## src/rtl/uart_tx_port_if.sv

```systemverilog
// CPU-side bus bundle for the memory-mapped UART transmitter.
// The CPU drives address/strobe/data; the responder drives read data and hit.
interface uart_tx_port_if;
  logic [15:0] address;
  logic        write_en;
  logic [7:0]  data_in;
  logic [7:0]  data_out;
  logic        hit;

  modport master (
    output address,
    output write_en,
    output data_in,
    input  data_out,
    input  hit
  );

  modport slave (
    input  address,
    input  write_en,
    input  data_in,
    output data_out,
    output hit
  );
endinterface

```

## src/rtl/uart_tx_port.sv

```systemverilog
// Memory-mapped UART transmitter: bus writes feed a small FIFO that an
// 8N1 shifter drains onto txd, with a pollable status register.
module uart_tx_port #(
  parameter logic [15:0] BASE_ADDR    = 16'hF010,
  parameter int          CLKS_PER_BIT = 16,
  parameter int          FIFO_DEPTH   = 4
) (
  input  logic           clock,
  input  logic           reset_n,
  uart_tx_port_if.slave  bus,
  output logic           txd
);

  localparam int              PTR_W     = $clog2(FIFO_DEPTH);
  localparam int              CNT_W     = $clog2(CLKS_PER_BIT);
  localparam logic [15:0]     STAT_ADDR = BASE_ADDR + 16'd1;
  localparam logic [CNT_W-1:0] LAST_CNT = CNT_W'(CLKS_PER_BIT - 1);

  typedef enum logic [1:0] {
    IDLE,
    START,
    DATA,
    STOP
  } state_t;

  state_t           state;
  logic [CNT_W-1:0] baud_cnt;
  logic [2:0]       bit_idx;
  logic [7:0]       shreg;

  logic [7:0]       fifo_mem [FIFO_DEPTH];
  logic [PTR_W:0]   wr_ptr;
  logic [PTR_W:0]   rd_ptr;
  logic             overflow;

  logic             fifo_empty;
  logic             fifo_full;
  logic             bit_done;
  logic             pop;
  logic             push;
  logic             wr_data;
  logic             wr_stat;
  logic             busy;
  logic             idle;
  logic [7:0]       head;
  logic [7:0]       status;

  assign fifo_empty = (wr_ptr == rd_ptr);
  assign fifo_full  = (wr_ptr[PTR_W] != rd_ptr[PTR_W]) &&
                      (wr_ptr[PTR_W-1:0] == rd_ptr[PTR_W-1:0]);
  assign head       = fifo_mem[rd_ptr[PTR_W-1:0]];

  assign bit_done   = (baud_cnt == LAST_CNT);
  // The shifter takes a byte from IDLE, or at the end of a stop bit so
  // consecutive frames run without an idle gap.
  assign pop        = !fifo_empty &&
                      ((state == IDLE) || ((state == STOP) && bit_done));

  assign wr_data    = bus.write_en && (bus.address == BASE_ADDR);
  assign wr_stat    = bus.write_en && (bus.address == STAT_ADDR);
  assign push       = wr_data && (!fifo_full || pop);

  assign busy       = (state != IDLE);
  assign idle       = fifo_empty && !busy;
  assign status     = {3'b000, idle, overflow, fifo_empty, fifo_full, busy};

  assign bus.hit      = (bus.address == BASE_ADDR) || (bus.address == STAT_ADDR);
  assign bus.data_out = (bus.address == STAT_ADDR) ? status : 8'h00;

  // FIFO storage holds data only, so it carries no reset.
  always_ff @(posedge clock) begin
    if (push) begin
      fifo_mem[wr_ptr[PTR_W-1:0]] <= bus.data_in;
    end
  end

  always_ff @(posedge clock or negedge reset_n) begin
    if (!reset_n) begin
      wr_ptr   <= '0;
      rd_ptr   <= '0;
      overflow <= 1'b0;
    end else begin
      if (push) begin
        wr_ptr <= wr_ptr + (PTR_W+1)'(1);
      end
      if (pop) begin
        rd_ptr <= rd_ptr + (PTR_W+1)'(1);
      end
      if (wr_stat) begin
        overflow <= 1'b0;
      end else if (wr_data && !push) begin
        overflow <= 1'b1;
      end
    end
  end

  // Shift register: loaded on pop, shifted right as each data bit ends.
  always_ff @(posedge clock) begin
    if (pop) begin
      shreg <= head;
    end else if ((state == DATA) && bit_done) begin
      shreg <= {1'b0, shreg[7:1]};
    end
  end

  always_ff @(posedge clock or negedge reset_n) begin
    if (!reset_n) begin
      state    <= IDLE;
      baud_cnt <= '0;
      bit_idx  <= 3'd0;
      txd      <= 1'b1;
    end else begin
      case (state)
        IDLE: begin
          baud_cnt <= '0;
          bit_idx  <= 3'd0;
          txd      <= 1'b1;
          if (pop) begin
            state <= START;
            txd   <= 1'b0;
          end
        end
        START: begin
          if (bit_done) begin
            baud_cnt <= '0;
            bit_idx  <= 3'd0;
            state    <= DATA;
            txd      <= shreg[0];
          end else begin
            baud_cnt <= baud_cnt + CNT_W'(1);
          end
        end
        DATA: begin
          if (bit_done) begin
            baud_cnt <= '0;
            if (bit_idx == 3'd7) begin
              state <= STOP;
              txd   <= 1'b1;
            end else begin
              bit_idx <= bit_idx + 3'd1;
              txd     <= shreg[1];
            end
          end else begin
            baud_cnt <= baud_cnt + CNT_W'(1);
          end
        end
        STOP: begin
          if (bit_done) begin
            baud_cnt <= '0;
            if (pop) begin
              state <= START;
              txd   <= 1'b0;
            end else begin
              state <= IDLE;
              txd   <= 1'b1;
            end
          end else begin
            baud_cnt <= baud_cnt + CNT_W'(1);
          end
        end
        default: begin
          state    <= IDLE;
          baud_cnt <= '0;
          txd      <= 1'b1;
        end
      endcase
    end
  end

endmodule
```

## src/flat_wrapper.sv

```systemverilog
// flat-port wrapper written by rule: the top's interface ports become plain ports
module uart_tx_port_flat 
#(
  parameter logic [15:0] BASE_ADDR    = 16'hF010,
  parameter int          CLKS_PER_BIT = 16,
  parameter int          FIFO_DEPTH   = 4
)
  (clock, reset_n, txd, bus_address, bus_write_en, bus_data_in, bus_data_out, bus_hit);
  uart_tx_port_if bus_i ();
  input  logic clock;
  input  logic reset_n;
  output logic txd;
  input wire logic [$bits(bus_i.address)-1:0] bus_address;
  input wire logic [$bits(bus_i.write_en)-1:0] bus_write_en;
  input wire logic [$bits(bus_i.data_in)-1:0] bus_data_in;
  output wire logic [$bits(bus_i.data_out)-1:0] bus_data_out;
  output wire logic [$bits(bus_i.hit)-1:0] bus_hit;
  assign bus_i.address = bus_address;
  assign bus_i.write_en = bus_write_en;
  assign bus_i.data_in = bus_data_in;
  assign bus_data_out = bus_i.data_out;
  assign bus_hit = bus_i.hit;
  uart_tx_port #(.BASE_ADDR(BASE_ADDR), .CLKS_PER_BIT(CLKS_PER_BIT), .FIFO_DEPTH(FIFO_DEPTH)) u_core (.clock(clock), .reset_n(reset_n), .bus(bus_i), .txd(txd));
endmodule
```

## config.mk

```make
export PLATFORM = sky130hd
export DESIGN_NAME = uart_tx_port_flat
export DESIGN_NICKNAME = d
export VERILOG_FILES = /design/src/rtl/uart_tx_port_if.sv /design/src/rtl/uart_tx_port.sv /design/src/flat_wrapper.sv
export SDC_FILE = /design/constraint.sdc
export NUM_CORES = 1
export LEC_CHECK = 0
export CAP_MARGIN = 0
export CORE_MARGIN = 2
export CORE_UTILIZATION = 38
export DETAILED_ROUTE_END_ITERATION = 8
export DONT_BUFFER_PORTS = 1
export MAX_ROUTING_LAYER = met4
export PLACE_DENSITY = 0.63
export REMOVE_ABC_BUFFERS = 1
export SLEW_MARGIN = 20
export SYNTH_ARGS = -nofsm -noshare
export SYNTH_HDL_FRONTEND = slang
export SYNTH_SLANG_ARGS = --single-unit
```

## constraint.sdc

```tcl
create_clock -name clock -period 2.3 [get_ports clock]
set_input_delay 0.345 -clock clock [delete_from_list [all_inputs] [get_ports clock]]
set_output_delay 0.345 -clock clock [all_outputs]
set_load 0.02 [all_outputs]
```

Yosys cells after proc, flatten, opt, wreduce, memory -nomap -nowiden. Memory sizes are Yosys's and may differ from the RTL's. Index checks and enable logic that the tools add are counted.

Flip-flop bits (word level): 25. RAM bits: 32. Bits of input ports: 27. Output and inout port bits: 10. Memories: 1.

Add/sub/neg operators: 4. Equality and inequality tests: 16. Muxes and demuxes: 26. Reduce and logical (&&, ||, !) cells: 25.

Memories: u_core.fifo_mem (words 4, bits a word 8, rd ports 1, clocked after Yosys merged registers in 0, wr ports 1, RTL line uart_tx_port.sv:31) `logic [7:0] fifo_mem [FIFO_DEPTH];`.

Operators by type and width (number): 16-bit == test, second input constant (2); 8-bit 2-to-1 mux (2); 1-bit 2-to-1 mux (10); 2-bit 2-to-1 mux (5); 3-bit by 1-bit adder with 3-bit output, second input constant (3); 1-bit logical AND (9); 3-bit 2-to-1 mux (3); 3-bit one-hot mux with 3 select lines (1); 2-bit by 1-bit != test with 1-bit output, second input constant (4); 2-bit one-hot mux with 4 select lines (1); 4-bit one-hot mux with 2 select lines (1); 2-bit nonzero test (3); 5-bit 2-to-1 mux (1); 5-bit AND reduction (1); 4-bit by 1-bit adder with 4-bit output, second input constant (1); 2-bit == test, second input constant (2); 4-bit == test, second input constant (1); 1-bit logical NOT (4); 4-bit 2-to-1 mux (1); 2-bit != test, second input constant (2); 1-bit one-hot mux with 4 select lines (1); 4-bit AND reduction (1); 3-bit == test (1); 3-bit == test, second input constant (1); other kinds (8) (10).

Depth between registers and ports, before layout.
Depth in word-level cells: 10. Mapped depth: 7. Gate-level depth less buffers: 6.

Worst setup path after synthesis. No wires, ideal clock.

Path kind: input -> output. Start point: input port bus_address[9]. End point: output port bus_data_out[1]. Data arrival time: 1.820 ns. Data required time: 1.955 ns. Path slack: 0.135 ns. Cell stages on the path: 5. Path buffers: 1. Cells stage by stage: nor4b_1 -> and4_1 -> clkbuf_2 -> nand2_1 -> nor4_1.

Cells in the longest elaborated chain, start to end: 2.

RTL lines: start, declared (RTL line flat_wrapper.sv:13) `input wire logic [$bits(bus_i.address)-1:0] bus_address;`; 16-bit == test (RTL line uart_tx_port.sv:68) `assign bus.data_out = (bus.address == STAT_ADDR) ? status : 8'h00;`; 5-bit 2-to-1 mux (RTL line uart_tx_port.sv:68); end, declared (RTL line flat_wrapper.sv:16) `output wire logic [$bits(bus_i.data_out)-1:0] bus_data_out;`.

No other way between the ends.

Worst setup path in the final report.
Start point: register u_core.state[0]. End point: memory u_core.fifo_mem[0][5], enable pin.

Cells in the longest elaborated chain, start to end: 8. Elaborated cells on any way between the ends: 9. Classes of those cells: eq/ne: 1; mux: 2; reduce/logical: 6.

RTL lines: start, declared (RTL line uart_tx_port.sv:26) `state_t state;`; start signal, assigned (RTL line uart_tx_port.sv:108) `state <= IDLE;`; start signal, assigned (RTL line uart_tx_port.sv:119) `state <= START;`; start signal, assigned (RTL line uart_tx_port.sv:127) `state <= DATA;`; 2-bit == test (RTL line uart_tx_port.sv:57) `((state == IDLE) || ((state == STOP) && bit_done));`; 1-bit logical AND (RTL line uart_tx_port.sv:57); 1-bit logical OR * (RTL line uart_tx_port.sv:57); 1-bit logical AND * (RTL line uart_tx_port.sv:56) `assign pop = !fifo_empty &&`; 1-bit logical OR * (RTL line uart_tx_port.sv:61) `assign push = wr_data && (!fifo_full || pop);`; 1-bit logical AND * (RTL line uart_tx_port.sv:61); 1-bit 2-to-1 mux * (RTL line uart_tx_port.sv:72) `if (push) begin`; 1-bit 2-to-1 mux (implied by the code) * (RTL line uart_tx_port.sv:73) `fifo_mem[wr_ptr[PTR_W-1:0]] <= bus.data_in;`; end, declared (RTL line uart_tx_port.sv:31).

Mark *: on every way between the ends. The rest lies on a longest branch, timed or not.

==> impl_metrics.json <==
{
  "status": "completed",
  "cts_buffers": 9,
  "ys_ff_latch": 57,
  "crit_required_ns": 2.38,
  "wl_met1_microns": 2120,
  "register_area_sq_um": 1630,
  "avgSynthCellArea_sq_um": 15.2,
  "p_leak_nw": 1.16,
  "multi_input_area_sq_um": 1000,
  "ys.flop_type": "edfxtp_1",
  "cts_sinks": 57,
  "hold_violations": 0,
  "via_per_inst": 4.97,
  "max_freq_mhz": 462,
  "wl_microns": 4530,
  "hpwl_microns": 3180,
  "min_path_type": "input port to register",
  "maxSlewHeadroom_pct": 45.6,
  "fin_nets": 234,
  "vias": 1461,
  "syn_area_sq_um": 2690,
  "final_layout_size_suffix_gt1_share_pct": 26.3,
  "yosysWarnings": 0,
  "antenna_left": 0,
  "critPathLaunch": "u_core.state[0]$_DFFE_PN0P_",
  "most-common-layout-cells": "40 x edfxtp_1, 16 x dfrtp_1, 14 x ha_1",
  "path_class": "register to register",
  "grt_pass1_wl_microns": 7310,
  "htreeDepth": 3,
  "port_buffers": 0,
  "synth_cell_types": 46,
  "pwr-share-clk_pct": 27.0,
  "clockBufferDepth": 2,
  "die-width_microns": 88.1,
  "postCtsSetupBuffers": 0,
  "cts_tree": "done",
  "startpoint_type": "register",
  "num_antenna_cells": 0,
  "die-area_sq_um": 7760,
  "gp_congestion": 0.854,
  "area_growth_pct": 13.7,
  "final_cells": 294,
  "grtUsageTotal_pct": 13.4,
  "cp-end-kind": "register",
  "initial_core_util_pct": 39.3,
  "drt_iter0_drc": 59,
  "n_fill_cell": 623,
  "grt_start_max_net_pins": 18,
  "hold_start": "bus_write_en",
  "grt_pass1_vias": 1500,
  "worstSkewPairLatency_ns": 0.34,
  "post_drt_wl_per_cell_microns": 15.4,
  "postSynth.asyncResetShare_pct": 29.8,
  "fin_crit_ns": 2.16,
  "netSwitchingFraction_pct": 31.5,
  "clk_pin_slew_worst_paths_ns": 0.07,
  "crit_fanout": 8,
  "layout_commonest_cell": "edfxtp_1",
  "worstMarginPinSlew_ns": 0.813,
  "highest_layer": "met4",
  "synth_cells": 177,
  "peakVddDrop_mv": 0.504,
  "firstDrtPassIters": 4,
  "tns_ns": 0,
  "max_cap_violations": 0,
  "pwr-share-comb_pct": 32.0,
  "synth-edff-count": 40,
  "rows": 30,
  "die_y_microns": 88.1,
  "reg2reg_from": "u_core.state[0]$_DFFE_PN0P_",
  "fin_worst_skew_ns": 0.00816,
  "max_stage_delay_ns": 0.43,
  "antenna_found_initial": 0,
  "place_inst": 277,
  "cpMaxStageDelayCell": "dfrtp_1",
  "power_density_nw_per_um2": 1150,
  "arrival_ns": 2.24,
  "wl_met2_microns": 2120,
  "synth.yosys.seq_area_share_pct": 60.6,
  "power.internal_w": 0.00241,
  "overflow": 0,
  "utilization_pct": 44.7,
  "grt_setup_unrepaired": "no",
  "wl_met3_microns": 217,
  "drc": 0,
  "num_io_pins": 37,
  "core-area_sq_um": 6830,
  "clock-root-buffer": "clkbuf_8",
  "final_max_slew_viol_count": 0,
  "cp_cell_sequence": "inv_1 -> ha_1 -> a41oi_1 -> and4_2 -> and3b_1 -> and2_2",
  "power_switching_w": 0.00110,
  "setup_violations": 0,
  "seq_power_share_pct": 41.0,
  "fin_crit_sh_pct": 94.1
}
flip-flops by register name, summed over array words and instances (netlist names), 2 cells and up:
register and count:
u_core.shreg 8, u_core.state 2, u_core.fifo_mem 32, u_core.rd_ptr 3, u_core.wr_ptr 3, u_core.baud_cnt 4
u_core.bit_idx 3
worst max-delay path, delay by kind of cell, from the launching register on:
family	cells	cell delay, ns
flops	1	0.43
simple gates	3	0.85
fa+ha+maj	1	0.26
buf+inv	1	0.12
compound gates	1	0.27
layer usage:
| metal | vias up | track usage [%] |
|---|---|---|
| met1 | 722 | 16.3 |
| met2 | 32 | 19.1 |
| met4 | 0 | 6.89 |
| met3 | 7 | 5.66 |
| li1 | 700 | - |
| met5 | - | - |
final timing paths:
check	to	slack, ns	cells after the start
worst max-delay path	u_core.fifo_mem[0][5]$_DFFE_PP_	0.14	6
worst min-delay path	u_core.overflow$_DFFE_PN0P_	0.08	1
worst max register to register	u_core.fifo_mem[0][5]$_DFFE_PP_	0.14	6
worst min register to register	u_core.baud_cnt[0]$_DFF_PN0_	0.50	1
max in group asynchronous	u_core.bit_idx[0]$_DFFE_PN0P_	1.25	1
min in group asynchronous	u_core.baud_cnt[3]$_DFF_PN0_	0.54	1
cell families (layout without fill, tap and decap cells):
group                      count (synthesis)  after routing  synth area share, %
AOI/OAI and AO/OA                         22             22                 5.96
xor gates and xnor gates                  11             11                 3.58
adders and majority gates                 14             14                 6.52
buffers and inverters                     14             33                 2.51
DFF                                       57             57                 60.6
muxes                                     18             18                 11.0
other                                      1              3                0.140
and+or+nand+nor                           40             40                 9.68
synthesized netlist by cell type, types with 2 or more instances:
cell,instances,area [sq um]
buf_4,3,22.5
and3_1,2,12.5
edfxtp_1,40,1200
mux4_2,8,180
xor2_1,4,35.0
inv_1,7,26.3
a31oi_1,3,18.8
nand2_1,6,22.5
nand4b_1,2,17.5
nor4b_1,2,17.5
and2_1,6,37.5
nor2b_1,3,18.8
a21oi_1,3,15.0
mux2_2,9,101
xnor2_1,7,61.3
nand2b_1,3,18.8
nor2_1,3,11.3
dfrtp_1,16,400
nor3b_1,2,15.0
o21ai_0,5,25.0
a22o_1,4,35.0
buf_2,2,10.0
ha_1,14,175
power by group through the flow:
stage	Combinational, W	Sequential, W	Clock (W)
2_1_floorplan	0.000808	0.00149	0
5_1_grt	0.00125	0.00146	0.00101
4_1_cts	0.00114	0.00144	0.000971
6_report	0.00112	0.00144	0.000947
3_3_place_gp	0.00111	0.00145	0
3_5_place_dp	0.00113	0.00146	0
per-stage QoR:
step | area (sq um) | setup WS, ns | hold slack [ns] | total power (W)
after floorplan | 2650 | 0.0965 | 0.0494 | 0.00229
after global placement | 2840 | 0.160 | 0.0499 | 0.00256
after detailed placement | 2840 | 0.0750 | 0.0499 | 0.00259
after CTS | 3050 | 0.0597 | 0.0598 | 0.00355
after global routing | 3060 | 0.0259 | 0.0629 | 0.00372
final | 3060 | 0.137 | 0.0849 | 0.00351
cell type report:
cell class / instances / area share, %
clock buffers: 9 / 4.05
clock inverters: 7 / 2.54
inverters: 7 / 0.860
multi-input cells: 108 / 32.8
flip-flops and latches: 57 / 53.3
well taps: 96 / 3.93
repair buffers: 10 / 2.54
repair_timing:
action / 4_1_cts / 5_1_grt
hold buffers: 1 / 0
setup endpoints to repair: 0 / 24
resized for setup: 0 / 3
hold endpoints to repair: 17 / 0
(Power assumes the default switching activity.)
